==> src/rtl/sum_arb_ctrl.sv <==
// sum_arb_ctrl: round-robin two-requester controller sequencing a 1+2+...+N datapath.
// Optional SUM_ARB_ABORT_ON_OVF_EN: saturate and finish early on the first accumulate overflow.
module sum_arb_ctrl #(
    parameter int W = 8
) (
    input  logic         clk,
    input  logic         rst,
    input  logic         req0,
    input  logic         req1,
    input  logic [W-1:0] val0,
    input  logic [W-1:0] val1,
    input  logic         mZero,
    input  logic         overflow,
    input  logic [W-1:0] total,
    output logic         gnt0,
    output logic         gnt1,
    output logic         done0,
    output logic         done1,
    output logic [W-1:0] result,
    output logic         ovf,
    output logic         busy,
    output logic [W-1:0] dp_value,
    output logic         set,
    output logic         rac,
    output logic         dec,
    output logic         cac
);
    typedef enum logic [2:0] {IDLE, GRANT, LOAD, CHECK, ACC, DEC, DONE} state_t;
    state_t state, next;
    logic win, last, ovf_acc, pick;
    logic [W-1:0] dp_q;
    // last holds the requester served most recently; reset to 1 so requester 0 wins first
    assign pick = (req0 && req1) ? ~last : req1;
    always_ff @(posedge clk) begin
        if (!rst) state <= IDLE;
        else state <= next;
    end
    always_ff @(posedge clk) begin
        if (!rst) begin
            win     <= 1'b0;
            last    <= 1'b1;
            ovf_acc <= 1'b0;
            dp_q    <= '0;
        end else begin
            if (state == IDLE && (req0 || req1)) win <= pick;
            if (state == GRANT) begin
                dp_q    <= win ? val1 : val0;
                ovf_acc <= 1'b0;
            end
            if (state == ACC && overflow) ovf_acc <= 1'b1;
            if (state == DONE) last <= win;
        end
    end
    always_comb begin
        next = state;
        case (state)
            IDLE:  next = (req0 || req1) ? GRANT : IDLE;
            GRANT: next = LOAD;
            LOAD:  next = CHECK;
            CHECK: next = mZero ? DONE : ACC;
`ifdef SUM_ARB_ABORT_ON_OVF_EN
            ACC:   next = overflow ? DONE : DEC;
`else
            ACC:   next = DEC;
`endif
            DEC:   next = CHECK;
            DONE:  next = IDLE;
            default: next = IDLE;
        endcase
    end
    always_comb begin
        gnt0     = (state == GRANT) && !win;
        gnt1     = (state == GRANT) && win;
        done0    = (state == DONE) && !win;
        done1    = (state == DONE) && win;
        busy     = state != IDLE;
        set      = state == LOAD;
        rac      = state == LOAD;
        cac      = state == ACC;
        dec      = state == DEC;
        ovf      = (state == DONE) && ovf_acc;
        dp_value = dp_q;
`ifdef SUM_ARB_ABORT_ON_OVF_EN
        result   = (state != DONE) ? '0 : ovf_acc ? '1 : total;
`else
        result   = (state == DONE) ? total : '0;
`endif
    end
endmodule

==> config.mk <==
export PLATFORM = sky130hd
export DESIGN_NAME = sum_arb_ctrl
export DESIGN_NICKNAME = d
export VERILOG_FILES = /design/src/rtl/sum_arb_ctrl.sv
export SDC_FILE = /design/constraint.sdc
export NUM_CORES = 1
export LEC_CHECK = 0
export ABC_AREA = 1
export CORE_MARGIN = 10
export CORE_UTILIZATION = 54
export CTS_CLUSTER_DIAMETER = 40
export DETAILED_ROUTE_END_ITERATION = 10
export DONT_BUFFER_PORTS = 1
export MAX_ROUTING_LAYER = met4
export PLACE_DENSITY = 0.76
export REMOVE_ABC_BUFFERS = 1
export SLEW_MARGIN = 10
export SYNTH_ARGS = -nofsm -noshare
export SYNTH_HDL_FRONTEND = slang
export SYNTH_SLANG_ARGS = --single-unit
==> constraint.sdc <==
create_clock -name clk -period 0.9 [get_ports clk]
set_input_delay 0.18 -clock clk [delete_from_list [all_inputs] [get_ports clk]]
set_output_delay 0.18 -clock clk [all_outputs]
set_load 0.02 [all_outputs]
==> results.cfg, run 1 <==
[clocking]
htreeDepth = 1
cts_root_buf = clkbuf_4
cts_inserted_buffers = 3
cts.sinks = 14
clk_path_buf_depth = 2

[floorplan]
die_w_um = 59.14
ioPinCount = 56
start_util = 0.5621
rows = 14
die_h_um = 59.14

[synthesis]
avgSynthCellArea_um2 = 6.512
synth_seq_area_share = 0.3389
syn_inst = 127
ys_types = 19
synth_seq_cells = 14
yosys_warnings = 0
synth_area_um2 = 827.0

[placed_design]
post-place-ws_ns = -0.2110
dp_cells = 172
place_hpwl_mm = 1.955
io_buffer_count = 0
place_congestion = 0.9673

[sta]
grt_worst_setup_endpoint = done1
worstEpCategory = top-level output

[status]
tool.error = [ERROR DPL-0033] detailed placement checks failed during check placement.
outcome = stopped before the end
stop_stage = global routing (5_1_grt)

[global_routing]
antenna_found_initial = 0
grt_max_degree = 13
-- cell families after synthesis --
kind of cell	after synthesis	share of synthesized area
and+or+nand+nor	72	0.3797
DFF	14	0.3389
AOI/OAI and AO/OA	17	0.1392
buffers and inverters	24	0.1422
-- cells in the mapped netlist --
cell       n  area share
nor2_2     1      0.0076
nand3_4    1       0.021
o21ai_0    3       0.018
nand2_1   40        0.18
a21oi_2    8       0.085
nand2_2    8       0.061
nor3_1     1      0.0060
nor2_1    17       0.077
inv_1     14       0.064
buf_2      2       0.012
clkinv_1   1      0.0045
inv_2      3       0.014
nand4_1    1      0.0076
clkinv_2   1      0.0060
nand3_1    3       0.018
buf_12     1       0.024
dfxtp_1   14        0.34
buf_4      2       0.018
a21oi_1    6       0.036
-- stage by stage --
| step | instance area (um2) | util |
|---|---|---|
| floorplan | 782.0 | - |
| global placement | 1057 | 0.7185 |
| detailed placement | 1057 | 0.7185 |
| CTS | 1319 | 0.8963 |
-- what timing repair did --
item / 4_1_cts
pin swaps: 2
endpoints found under the setup margin: 38
buffers inserted: 10
hold endpoints to repair: 1
hold buffers: 1
cloned: 1
gates resized for setup: 53
==> inputs of run 2 (changes only) <==
--- a/config.mk
+++ b/config.mk
@@ -6,13 +6,11 @@
 export NUM_CORES = 1
 export LEC_CHECK = 0
 export ABC_AREA = 1
-export CORE_MARGIN = 10
-export CORE_UTILIZATION = 54
-export CTS_CLUSTER_DIAMETER = 40
+export CORE_AREA = 10 10 71 73
 export DETAILED_ROUTE_END_ITERATION = 10
+export DIE_AREA = 0 0 81 83
 export DONT_BUFFER_PORTS = 1
-export MAX_ROUTING_LAYER = met4
-export PLACE_DENSITY = 0.76
+export PLACE_DENSITY_LB_ADDON = 0.15
 export REMOVE_ABC_BUFFERS = 1
 export SLEW_MARGIN = 10
 export SYNTH_ARGS = -nofsm -noshare
==> constraint.sdc (replaced) <==
create_clock -name clk -period 1.2 [get_ports clk]
set_input_delay 0.24 -clock clk [delete_from_list [all_inputs] [get_ports clk]]
set_output_delay 0.24 -clock clk [all_outputs]
set_load 0.02 [all_outputs]
==> run 2 against run 1 <==
  * The flow now finishes, with violations (setup timing)
  * Area after synthesis did not move
  * Synthesized cell count did not move
==> results.cfg, run 2 <==
[finish]
multi_input_area_um2 = 544.3
area_delta_synth_final_pct = 63.54
nFillCells = 413
layout-drive-gt1-share = 0.5127
regArea_um2 = 295.3
fin_nets = 189
final_common_cell = nand2_1
largest_register_ffs = 8
utilization = 0.3722
final_cell_mix = 39 x nand2_1, 17 x buf_6, 14 x buf_4
diodes = 0

[sta]
final.period_utilization = 1.129
max_freq_mhz = 738.3
worst_pin_slew_ns = 0.2727
setup_slack_ns = -0.1544
slew_headroom = 0.8180
slew_viol_final = 0
grt_setup_unrepaired = yes
min_period_ns = 1.354
setup_viol = 18
hold_viol = 0
clock-skew-final_ns = 0.002490

[floorplan]
die-area_mm2 = 0.006723
ioPinCount = 56
core_area_mm2 = 0.003633
die_w_um = 81
rows = 22
die_h_um = 83
start_util = 0.2276

[synthesis]
synth_edf_count = 0
yosys.area.top_type = dfxtp_1
synth_flop_cell = dfxtp_1
synth_area_um2 = 827.0
yosys_warnings = 0
synth.top_cell.area_share = 0.3389
synth_most_common_cell = nand2_1
synth_seq_area_share = 0.3389
synthArstFlopShare = 0
synth_area_leaders = dfxtp_1 34%, nand2_1 18%, a21oi_2 8.5%
syn_inst = 127
synth_commonest_cells = 40 x nand2_1, 17 x nor2_1, 14 x dfxtp_1, 14 x inv_1
ys_types = 19
synth_seq_cells = 14
avgSynthCellArea_um2 = 6.512

[clocking]
cts_root_buf = clkbuf_8
htreeDepth = 1
cts_tree = built
path_clk_slew_ns = 0.06
cts_inserted_buffers = 3
clk_path_buf_depth = 2
cts.sinks = 14
clock_latency_ns = 0.24

[detailed_routing]
via_per_inst = 4.325
via_count = 891
dr.first_iter.drc_count = 54
wirelength_mm = 2.929
routedWlPerCell_um = 14.22
drt_drc_violations_left = 0
drtAntennaViolNets = 0
drt_pass1_iterations = 4

[critical_path]
cp_max_fo = 6
cp_slowest_stage_delay_ns = 0.36
crit_type = reg -> out
slowest_stage = dfxtp_4
crit_chain = inv_4 > nand3_4 > buf_8 > nor2_2 > buf_6
crit_required_ns = 0.96
crit_family = flip-flops
rrSetupSlack_ns = 0
end_kind = primary output
cp.arrival_ns = 1.11
path_buf_inv = 3
cp-start-kind = flop

[placed_design]
place_hpwl_mm = 2.210
io_buffer_count = 0
place_congestion = 0.7433

[run]
maxCapViolCount = 0

[power]
vdd_drop_max_uv = 410.7
leakage_nw = 0.5932
p_total_mw = 1.400
power_density_mw_per_mm2 = 1035
p_switching_mw = 0.4569
intPower_mw = 0.9436
pwr-share-clk = 0.332
seq_power_share = 0.406
p_comb_frac = 0.262
switching_share = 0.3263

[status]
outcome = complete, but fails checks
failed_checks = setup timing

[global_routing]
grt-ovfl-total = 0
grt_use_total = 0.08305
grt_max_degree = 13
grt_pass1_wl_mm = 4.478
antenna_found_initial = 0
grt_pass1_vias = 950

[hold_path]
hold_path.class = in -> reg
## run 2: cell counts after synthesis
Identical to the previous run, type by type.
## run 2: per-layer routing
layer  global-route usage  vias up  share of wire
met5                    0        -              0
met4              0.01878        0         0.0034
met3              0.06250        2           0.15
met2               0.1311       53           0.46
met1              0.08513      391           0.38
li1                     -      445              -
## run 2: path summary, 6_finish.rpt
path | start | to | cells past startpoint
min reg2reg | ovf_acc | ovf_acc | 2
max | state[0] | result[0] | 5
min | rst | last | 1
max reg2reg | state[2] | dp_value[0] | 7
## run 2: kinds of logic after synthesis
| kind of cell | count (synthesis) | synth area share |
|---|---|---|
| and+or+nand+nor | 72 | 0.3797 |
| buffers and inverters | 24 | 0.1422 |
| AOI/OAI and AO/OA | 17 | 0.1392 |
| DFF | 14 | 0.3389 |
## run 2: final cells by class
type | count | share of cell area
clock buffers | 4 | 0.04070
inverters | 19 | 0.06383
multi-input cells | 89 | 0.4024
flip-flops and latches | 14 | 0.2183
well taps | 48 | 0.04440
repair buffers | 32 | 0.2303
## run 2: timing repair
item	in CTS	in global routing
endpoints found under the hold margin	0	0
gates cloned	1	0
pin swaps	2	1
setup endpoints to repair	18	26
setup buffers	7	1
resized for setup	48	17
hold buffers	0	0
## run 2: metrics by stage
step	setup WS [ns]	TNS, ns	hold slack, ns	std cells	cell area [um2]
final	-0.1544	-2.205	0.07631	206	1353
after global routing	-0.2154	-3.788	0.06836	206	1353
after CTS	-0.1539	-2.207	0.07425	205	1279
after detailed placement	-0.01960	-0.01960	0.3291	193	1015
after global placement	0.01681	0	0.3278	193	1015
after floorplan	-0.3461	-1.453	0.3246	122	782.0
## run 2: power by group through the flow
stage / Clock (mW) / Sequential, mW / Combinational [mW]
2_1_floorplan: 0 / 0.566 / 0.188
3_3_place_gp: 0 / 0.574 / 0.274
3_5_place_dp: 0 / 0.574 / 0.276
4_1_cts: 0.475 / 0.569 / 0.346
5_1_grt: 0.508 / 0.575 / 0.406
6_report: 0.465 / 0.568 / 0.367
Note: power is estimated with default switching activity, not from simulation.
==> inputs of run 3 (changes only) <==
--- a/config.mk
+++ b/config.mk
@@ -12,7 +12,9 @@
 export DONT_BUFFER_PORTS = 1
 export PLACE_DENSITY_LB_ADDON = 0.15
 export REMOVE_ABC_BUFFERS = 1
+export SKIP_CTS_REPAIR_TIMING = 1
 export SLEW_MARGIN = 10
 export SYNTH_ARGS = -nofsm -noshare
 export SYNTH_HDL_FRONTEND = slang
 export SYNTH_SLANG_ARGS = --single-unit
+export TNS_END_PERCENT = 30
==> constraint.sdc (replaced) <==
create_clock -name clk -period 1.6 [get_ports clk]
set_input_delay 0.32 -clock clk [delete_from_list [all_inputs] [get_ports clk]]
set_output_delay 0.32 -clock clk [all_outputs]
set_load 0.02 [all_outputs]
==> run 3 against run 2 <==
  * The run now ends clean
  * Global-route usage down 0.79 points
  * Register-to-register slack better by 0.35 ns
  * Combinational power down 47%
  * Worst setup slack better by 0.25 ns
  * Cell count down 6.8%
  * Clock-buffer cell count unchanged
  * Sequential power down 25%
  * Power down 30%
  * Highest routed layer unchanged
==> results.cfg, run 3 (synthesized netlist as in run 2, its figures left out) <==
[critical_path]
cp.arrival_ns = 1.19
crit_type = reg -> out
cp-start-kind = flop
path_buf_inv = 1
end_kind = primary output
cp_slowest_stage_delay_ns = 0.46
crit_required_ns = 1.28
crit_start = state[2]
crit_chain = inv_2 > nor2_1
slowest_stage = dfxtp_1
r2r-start = state[2]
cp_max_fo = 6
crit_family = flip-flops

[global_routing]
use_met3 = 0.06142
grt_pass1_vias = 822
grt-ovfl-total = 0
use_met2 = 0.1073
grt_use_met1 = 0.07958
top_usage_layer = met2
antenna_found_initial = 0
grt_pass1_wl_mm = 4.036
grt_use_total = 0.07517
grt_max_degree = 13

[clocking]
cts.sinks = 14
cts_root_buf = clkbuf_8
cts_inserted_buffers = 3
clk_path_buf_depth = 2
clock_latency_ns = 0.25
path_clk_slew_ns = 0.06
htreeDepth = 1
cts_tree = built

[finish]
stdcell_count = 192
largest_register_ffs = 8
design_area_mm2 = 0.001051
fin_nets = 175
diodes = 0
nFillCells = 427
final_cell_mix = 40 x nand2_1, 18 x buf_4, 16 x nor2_1
final_common_cell = nand2_1
area_delta_synth_final_pct = 27.08
layout-drive-gt1-share = 0.3403

[floorplan]
ioPinCount = 56
die-area_mm2 = 0.006723
die_w_um = 81
rows = 22
core_area_mm2 = 0.003633
die_h_um = 83
start_util = 0.2276

[power]
seq_power_share = 0.438
power_density_mw_per_mm2 = 926.3
leakage_nw = 0.5011
p_switching_mw = 0.3110
switching_share = 0.3195
intPower_mw = 0.6626
p_comb_frac = 0.199
vdd_drop_max_uv = 226.8
pwr-share-clk = 0.363

[detailed_routing]
via_count = 819
routedWlPerCell_um = 13.67
drtAntennaViolNets = 0
drt_drc_violations_left = 0
dr.first_iter.drc_count = 45
drt_pass1_iterations = 4
via_per_inst = 4.266
wirelength_mm = 2.624

[status]
outcome = finished clean

[placed_design]
place_hpwl_mm = 2.172
io_buffer_count = 0
place_congestion = 0.8085
post-place-ws_ns = 0.1599
dp_cells = 186
placedInstanceArea_um2 = 962.2

[sta]
final.period_utilization = 0.9414
setup_slack_ns = 0.09373
clock-skew-final_ns = 0.004348
min_period_ns = 1.506
max_freq_mhz = 663.9
setup_viol = 0
grt_setup_unrepaired = no
hold_viol = 0
slew_headroom = 0.6366
finalSetupTns_ns = 0
slew_viol_final = 0
worst_pin_slew_ns = 0.5445

[hold_path]
hold_path.class = in -> reg
hp-start = rst

[run]
maxCapViolCount = 0
run 3: cell types whose count changed in the layout (fill, tap and decap cells not counted), sizes merged:
cell	previous run	this run
buf	32	18
run 3: power by group through the flow:
stage	logic (mW)	clock network, mW	registers (mW)
6_report	0.194	0.354	0.426
5_1_grt	0.221	0.385	0.431
4_1_cts	0.193	0.366	0.424
3_5_place_dp	0.192	0	0.432
3_3_place_gp	0.191	0	0.431
2_1_floorplan	0.141	0	0.424
run 3: final cells by class:
| class | count | area, um2 | share of cell area |
|---|---|---|---|
| multi-input cells | 89 | 444.2 | 0.4226 |
| flip-flops and latches | 14 | 284.0 | 0.2702 |
| repair buffers | 18 | 135.1 | 0.1286 |
| inverters | 19 | 72.57 | 0.06905 |
| well taps | 48 | 60.06 | 0.05714 |
| clock buffers | 4 | 55.05 | 0.05238 |
run 3: per-layer routing:
| layer | routed length, um | part of all wire |
|---|---|---|
| met1 | 1110 | 0.42 |
| met2 | 1017 | 0.39 |
| met3 | 459 | 0.17 |
| met4 | 37 | 0.014 |
| met5 | 0 | 0 |
run 3: worst paths after layout:
path | to | slack (ns) | cells past startpoint
worst max-delay path | dec | 0.09 | 2
worst min-delay path | last | 0.15 | 1
worst max register to register | ovf_acc | 0.35 | 4
worst min register to register | ovf_acc | 0.48 | 2
run 3: per-stage QoR:
step / total power, mW / hold slack (ns) / util
finish: 0.9736 / 0.1520 / 0.2893
detailed placement: 0.6234 / 0.4105 / 0.2648
floorplan: 0.5651 / 0.4046 / -
CTS: 0.9824 / 0.1469 / 0.2800
global route: 1.037 / 0.1377 / 0.2893
global placement: 0.6223 / 0.4080 / 0.2648
run 3: worst register-to-register path: stages (launching register included):
cell and delay, ns:
dfxtp_1 0.46, inv_2 0.12, nor2_2 0.35, nand2_1 0.13, a21oi_2 0.13
